[config.mk]
export PLATFORM = sky130hd
export DESIGN_NAME = branch_sequencer
export DESIGN_NICKNAME = d
export VERILOG_FILES = /design/src/rtl/slc3_ctrl_pkg.sv /design/src/rtl/sat_counter.sv /design/src/rtl/branch_sequencer.sv
export SDC_FILE = /design/constraint.sdc
export NUM_CORES = 1
export LEC_CHECK = 0
export BUFFER_PORTS_ARGS = -buffer_cell sky130_fd_sc_hd__buf_4
export CORE_MARGIN = 2
export CORE_UTILIZATION = 50
export CTS_CLUSTER_SIZE = 30
export DETAILED_ROUTE_END_ITERATION = 7
export PLACE_DENSITY = 0.85
export SETUP_SLACK_MARGIN = 0.4
export SLEW_MARGIN = 20
export SYNTH_ARGS = -nofsm -noshare
export SYNTH_HDL_FRONTEND = slang
export SYNTH_SLANG_ARGS = --single-unit
[constraint.sdc]
create_clock -name Clk -period 2.02 [get_ports Clk]
set_input_delay 0.505 -clock Clk [delete_from_list [all_inputs] [get_ports Clk]]
set_output_delay 0.505 -clock Clk [all_outputs]
set_load 0.05 [all_outputs]
[src/rtl/slc3_ctrl_pkg.sv]
// Shared control encodings for the SLC3 control-flow sequencer: opcodes,
// datapath mux selects, sequencer states and the opcode dispatch rule.
package slc3_ctrl_pkg;

  localparam logic [3:0] OP_BR  = 4'b0000;
  localparam logic [3:0] OP_JMP = 4'b1100;
  localparam logic [3:0] OP_JSR = 4'b0100;

  localparam logic [1:0] PCMUX_PC1   = 2'b00;
  localparam logic [1:0] PCMUX_BUS   = 2'b01;
  localparam logic [1:0] PCMUX_ADDER = 2'b10;

  localparam logic [1:0] ADDR2_ZERO  = 2'b00;
  localparam logic [1:0] ADDR2_OFF6  = 2'b01;
  localparam logic [1:0] ADDR2_OFF9  = 2'b10;
  localparam logic [1:0] ADDR2_OFF11 = 2'b11;

  typedef enum logic [2:0] {
    IDLE,
    S_BEN,
    S_EVAL,
    S_TAKE,
    S_JMP,
    S_JSR,
    S_ILL,
    S_DONE
  } state_t;

  // First state of the sequence for a freshly accepted opcode.
  function automatic state_t dispatch(input logic [3:0] opcode);
    case (opcode)
      OP_BR:   return S_BEN;
      OP_JMP:  return S_JMP;
      OP_JSR:  return S_JSR;
      default: return S_ILL;
    endcase
  endfunction

endpackage

[src/rtl/sat_counter.sv]
// Up-counter that sticks at all-ones instead of wrapping; cleared by reset.
module sat_counter #(
  parameter int W = 16
) (
  input  logic         Clk,
  input  logic         Reset_n,
  input  logic         inc,
  output logic [W-1:0] count
);

  // Count one per inc strobe until the counter is full.
  always_ff @(posedge Clk or negedge Reset_n) begin
    if (!Reset_n) begin
      count <= '0;
    end else if (inc && (count != {W{1'b1}})) begin
      count <= count + W'(1);
    end
  end

endmodule

[src/rtl/branch_sequencer.sv]
// Control-flow sequencer for BR / JMP / RET / JSR / JSRR. Takes an instruction
// from the main ISDU via start, walks a short Moore FSM whose state decodes the
// datapath strobes, and hands control back with a done pulse. Also keeps
// saturating counts of evaluated and taken branches for the profiler.
module branch_sequencer
  import slc3_ctrl_pkg::*;
#(
  parameter int CNT_W = 16
) (
  input  logic             Clk,
  input  logic             Reset_n,
  input  logic             start,
  input  logic [15:0]      IR,
  input  logic             BEN,
  output logic             busy,
  output logic             done,
  output logic             illegal,
  output logic             LD_BEN,
  output logic             LD_PC,
  output logic             LD_REG,
  output logic             GatePC,
  output logic             DRMUX,
  output logic             SR1MUX,
  output logic             ADDR1MUX,
  output logic [1:0]       ADDR2MUX,
  output logic [1:0]       PCMUX,
  output logic [CNT_W-1:0] branch_cnt,
  output logic [CNT_W-1:0] taken_cnt
);

  state_t      state_reg;
  state_t      state_next;
  logic [15:0] ir_q;
  logic        eval_cycle;

  // Only IR[11] (JSR vs JSRR) matters after dispatch; the remaining latched
  // bits are kept for debug visibility and folded into this sink.
  logic unused_ir_bits;
  assign unused_ir_bits = ^{ir_q[15:12], ir_q[10:0]};

  // State register and instruction latch; a new instruction is only taken in IDLE.
  always_ff @(posedge Clk or negedge Reset_n) begin
    if (!Reset_n) begin
      state_reg <= IDLE;
      ir_q      <= '0;
    end else begin
      state_reg <= state_next;
      if (state_reg == IDLE && start) begin
        ir_q <= IR;
      end
    end
  end

  // Next-state logic and Moore decode of every strobe/select from the current state.
  always_comb begin
    state_next = state_reg;
    done       = 1'b0;
    illegal    = 1'b0;
    LD_BEN     = 1'b0;
    LD_PC      = 1'b0;
    LD_REG     = 1'b0;
    GatePC     = 1'b0;
    DRMUX      = 1'b0;
    SR1MUX     = 1'b0;
    ADDR1MUX   = 1'b0;
    ADDR2MUX   = ADDR2_ZERO;
    PCMUX      = PCMUX_PC1;
    case (state_reg)
      IDLE: begin
        if (start) begin
          state_next = dispatch(IR[15:12]);
        end
      end
      S_BEN: begin
        LD_BEN     = 1'b1;
        state_next = S_EVAL;
      end
      S_EVAL: begin
        state_next = BEN ? S_TAKE : S_DONE;
      end
      S_TAKE: begin
        LD_PC      = 1'b1;
        PCMUX      = PCMUX_ADDER;
        ADDR2MUX   = ADDR2_OFF9;
        state_next = S_DONE;
      end
      S_JMP: begin
        LD_PC      = 1'b1;
        PCMUX      = PCMUX_ADDER;
        SR1MUX     = 1'b1;
        ADDR1MUX   = 1'b1;
        state_next = S_DONE;
      end
      S_JSR: begin
        // R7 <- PC and PC <- target on the same edge, so JSRR R7 uses old R7.
        GatePC = 1'b1;
        LD_REG = 1'b1;
        DRMUX  = 1'b1;
        LD_PC  = 1'b1;
        PCMUX  = PCMUX_ADDER;
        if (ir_q[11]) begin
          ADDR2MUX = ADDR2_OFF11;
        end else begin
          SR1MUX   = 1'b1;
          ADDR1MUX = 1'b1;
        end
        state_next = S_DONE;
      end
      S_ILL: begin
        done       = 1'b1;
        illegal    = 1'b1;
        state_next = IDLE;
      end
      S_DONE: begin
        done       = 1'b1;
        state_next = IDLE;
      end
      default: begin
        state_next = IDLE;
      end
    endcase
  end

  assign busy       = (state_reg != IDLE);
  assign eval_cycle = (state_reg == S_EVAL);

  sat_counter #(.W(CNT_W)) u_branch_cnt (
    .Clk     (Clk),
    .Reset_n (Reset_n),
    .inc     (eval_cycle),
    .count   (branch_cnt)
  );

  sat_counter #(.W(CNT_W)) u_taken_cnt (
    .Clk     (Clk),
    .Reset_n (Reset_n),
    .inc     (eval_cycle & BEN),
    .count   (taken_cnt)
  );

endmodule

* Yosys cells after proc, flatten, opt, wreduce, memory -nomap -nowiden *
Index checks and enable logic that the tools add are counted.

operators by class
  $add $sub $neg = 2
  $mul = 0
  divide/modulo/power cells = 0
  magnitude comparators = 0
  eq/ne operators = 12
  shift operators = 0
  multiplexer cells = 14
  bitwise operators = 1
  reductions and logical operators = 8

operators by type and width
  operator               number
  $add 16x1->16 const B  2
  $ne 16x16->1 const B   2
  $pmux 3 s5             1
  $eq 3x3->1 const B     4
  $pmux 3 s3             1
  $eq 3x2->1 const B     2
  $mux 1                 6
  $mux 3                 2
  $eq 4x3->1 const B     1
  $eq 4x4->1 const B     1
  $logic_not 4->1        1
  $mux 2                 2
  $pmux 2 s2             1
  $eq 3x1->1 const B     1
  $logic_and 1x1->1      3
  $logic_not 3->1        1
  $reduce_bool 3->1      1
  $reduce_or 3->1        1
  $ne 2x2->1 const B     1
  $pmux 1 s2             1
  $reduce_or 2->1        1
  $and 1x1->1            1

word-level totals
  register bits = 47
  bits in latches = 0
  memory bits (writable) = 0
  memory bits (read-only) = 0
  input bits = 20
  logic and storage cells = 41
  memories = 0

* Logic depth before layout (Yosys ltp) *
  depth in word-level cells = 4
  depth in mapped cells = 6
  mapped depth without buffers = 5

* Cells and area by module *
A second synthesis with hierarchy kept.

second synthesis, totals
  cell total of the unflattened synthesis = 185
  area, all modules = 2047.0 µm²

by module, submodules not included
  module            times used  cells an instance  area an instance (µm²)  seq. area each (µm²)
  sat_counter       2           72                 859.6                   400.4
  branch_sequencer  1           41                 327.8                   100.1

* Worst setup path before layout *
No wires, ideal clock.

  path type = flip-flop to output port
  start = register state_reg[1]
  end = output port SR1MUX
  arrival = 2.305 ns
  slack = -0.790 ns
  cell stages (with the launch flop) = 5
  buffers on the path = 2
  cell sequence = dfrtp_1 > buf_4 > nor2b_1 > a21boi_0 > buf_4

between the ends
  longest elaborated chain between the ends = 2

ends and longest elaborated chain
  item                    RTL line                RTL
  start, declared         branch_sequencer.sv:31  state_t state_reg;
  start signal, assigned  branch_sequencer.sv:47  state_reg <= state_next;
  $eq 3x3->1              --
  $pmux 1 s2 *            --
  end, declared           branch_sequencer.sv:23  output logic SR1MUX,

Mark *: on every way between the ends. The rest lies on a longest branch, timed or not.

* Worst setup path after layout *
  start = register state_reg[1]
  end = output port ADDR2MUX[1]

between the ends
  longest elaborated chain between the ends = 2

ends and longest elaborated chain
  item                                      RTL line                RTL
  $eq 3x3->1 or $eq 3x2->1 (tied branches)  branch_sequencer.sv:68  case (state_reg)
  $pmux 2 s2 *                              branch_sequencer.sv:68
  end, declared                             branch_sequencer.sv:25  output logic [1:0] ADDR2MUX,

Marks and branches as above.

==> results.json <==
{
  "cp-start-kind": "flop",
  "coreArea_sq_um": 3720,
  "root_buffer": "clkbuf_8",
  "hold_viol_final": 0,
  "cts_sinks": 36,
  "ys_async_sr_fraction": 1.00,
  "first_pass_iters": 4,
  "synthCells": 186,
  "synth_edf_count": 0,
  "setup_tns_ns": 0,
  "cts_tree": "yes",
  "synth_top_family_by_area": "simple AND/OR/NAND/NOR gates",
  "synthToLayoutAreaGrowth_pct": 54.8,
  "drv_slew": 0,
  "htree_num_levels": 2,
  "die_h_um": 66.6,
  "wl_per_cell_um": 16.8,
  "first_iter_violations": 114,
  "numCtsBuffers": 5,
  "cp.arrival_ns": 1.43,
  "drc": 0,
  "netlist_area_sq_um": 1960,
  "num_antenna_cells": 0,
  "synth.area.mux_share": 0.0338,
  "drive_above_1_share": 0.621,
  "synthAdderAreaFrac": 0.0128,
  "final_cell_mix": "buf_4 (57), dfrtp_2 (29), xor2_1 (20), buf_6 (15), nand2_1 (13)",
  "synth-simple-area-share": 0.260,
  "insertion_delay_ns": 0.28,
  "gp_congestion": 0.762,
  "ys_seq_area_frac": 0.459,
  "crit_path_cell_trace": "buf_4 > nor2b_4 > a21oi_1 > nor2b_4 > buf_6",
  "vias_per_cell": 5.61,
  "drv_cap": 0,
  "nets": 282,
  "fmaxAchievable_ghz": 0.516,
  "drt_wl_total_um": 5190,
  "cp_slowest_cell": "dfrtp_2",
  "grt_pass1_vias": 1713,
  "status": "finished, final reports clean",
  "crit_start": "state_reg[1]",
  "crit_required_ns": 1.51,
  "synthFlopType": "dfrtp_1",
  "preCtsSetupSlack_ns": 0.170,
  "ioPinCount": 66,
  "num_rows": 22,
  "cp_common_cell": "nor2b_4",
  "antenna_found_initial": 0,
  "rsz0062_at_grt": "true",
  "cts_buffer_depth": 2,
  "ys_ff_latch": 36,
  "hpwl_um": 3140,
  "ys_warn_count": 0,
  "synth_compound_area_frac": 0.0779,
  "clock_skew_ns": 0.00153,
  "final_common_cell": "buf_4",
  "floorplan.initialDensity": 0.528,
  "fin_ws_ns": 0.0834,
  "ir_drop_mv": 1.65,
  "grtUsageTotal": 0.230,
  "slowest_delay_ns": 0.43,
  "grt_pass1_wl_um": 7760,
  "place.port_buffers": 53,
  "synth_xor_area_frac": 0.112,
  "synth_nets": 208,
  "crit_type": "flop to output port",
  "dieArea_sq_um": 4440,
  "leakage_nw": 1.37,
  "globalRouteOverflowTotal": 0,
  "grt_max_degree": 37,
  "final_antenna_net_count": 0,
  "p_per_area_nw_per_um2": 1270,
  "setup_viol": 0,
  "finalCritPeriodShare": 0.959,
  "cp_max_fo": 4,
  "r2r-start": "state_reg[1]",
  "power_mw": 3.86,
  "die_x_um": 66.6,
  "num_vias": 1735,
  "cp-end-kind": "output port",
  "min_period_ns": 1.94,
  "hold_class": "input port to asynchronous set/reset pin",
  "syn_area_per_cell_sq_um": 10.5,
  "path_clk_slew_ns": 0.07,
  "yosysUniqueCellTypes": 40
}
cell usage after synthesis (all sizes together) (2+ instances only):
master | number | area share
nand2b | 2 | 0.0064
and2 | 2 | 0.0064
xnor2 | 4 | 0.018
nor2 | 7 | 0.015
a211oi | 7 | 0.027
buf | 10 | 0.033
and4bb | 4 | 0.026
mux2 | 5 | 0.029
a21oi | 6 | 0.015
nor4 | 7 | 0.033
o31ai | 5 | 0.019
and3 | 3 | 0.0096
nor2b | 6 | 0.019
nand4 | 6 | 0.027
inv | 4 | 0.0077
dfrtp | 36 | 0.46
nor3b | 4 | 0.015
nand2 | 13 | 0.025
nand3 | 12 | 0.031
ha | 2 | 0.013
nor3 | 8 | 0.020
xor2 | 21 | 0.094
worst max-delay path: cells and delay by family, from the launching register on:
family | cells | cell delay [ns]
AO/OA/AOI/OAI | 1 | 0.22
buffers and inverters | 2 | 0.30
flip-flops | 1 | 0.43
AND/OR/NAND/NOR | 2 | 0.19
report_power, final:
group	internal (mW)	leakage (nW)	switching, mW
Combinational	0.949	0.899	1.31
Sequential	0.891	0.433	0.226
Clock	0.245	0.0395	0.244
Total	2.08	1.37	1.78
metrics by stage:
step                      instance area, sq um  utilization  hold slack [ns]  cells
final                                     3030        0.816            0.164    309
after global routing                      3030        0.816            0.201    309
after CTS                                 2830        0.762            0.181    301
after detailed placement                  2560        0.689            0.483    286
after global placement                    2560        0.689            0.468    286
after floorplan                           2120            -            0.209    186
worst paths after layout:
kind                                          endpoint  slack [ns]  depth (start not counted)
min in group Clk                              ir_q[11]        0.45                          2
max in group asynchronous                 state_reg[1]        1.50                          1
worst min register to register    u_taken_cnt.count[8]        0.50                          1
worst max-delay path                       ADDR2MUX[1]        0.08                          5
worst min-delay path             u_branch_cnt.count[5]        0.16                          1
worst max register to register  u_branch_cnt.count[15]        0.14                          5
area by class of cell:
cell class | count | area (sq um)
multi-input cells | 135 | 1250
clock buffers | 8 | 80.1
well taps | 48 | 60.1
repair buffers | 78 | 687
fillers | 223 | 682
inverters | 4 | 15.0
flip-flops and latches | 36 | 937
logic make-up (layout without fill, tap and decap cells):
| family | after synthesis | after routing |
|---|---|---|
| mux | 6 | 6 |
| buf+inv | 15 | 90 |
| fa+ha+maj | 2 | 2 |
| xor+xnor | 25 | 25 |
| compound gates | 22 | 22 |
| flops | 36 | 36 |
| simple gates | 79 | 79 |
| other cells | 1 | 1 |
per-layer routing:
layer	GRT usage	vias to the layer above	share of wire
met3	0.0608	4	0.042
met4	0.0867	0	0.0087
met1	0.289	877	0.41
li1	-	806	-
met2	0.378	48	0.54
met5	0	-	0
repair_timing:
item	in CTS	in global routing
gates resized for setup	33	28
setup buffers	7	8
pin swaps	5	11
endpoints found under the setup margin	27	33
hold buffers	0	0
(Power assumes the default switching activity.)
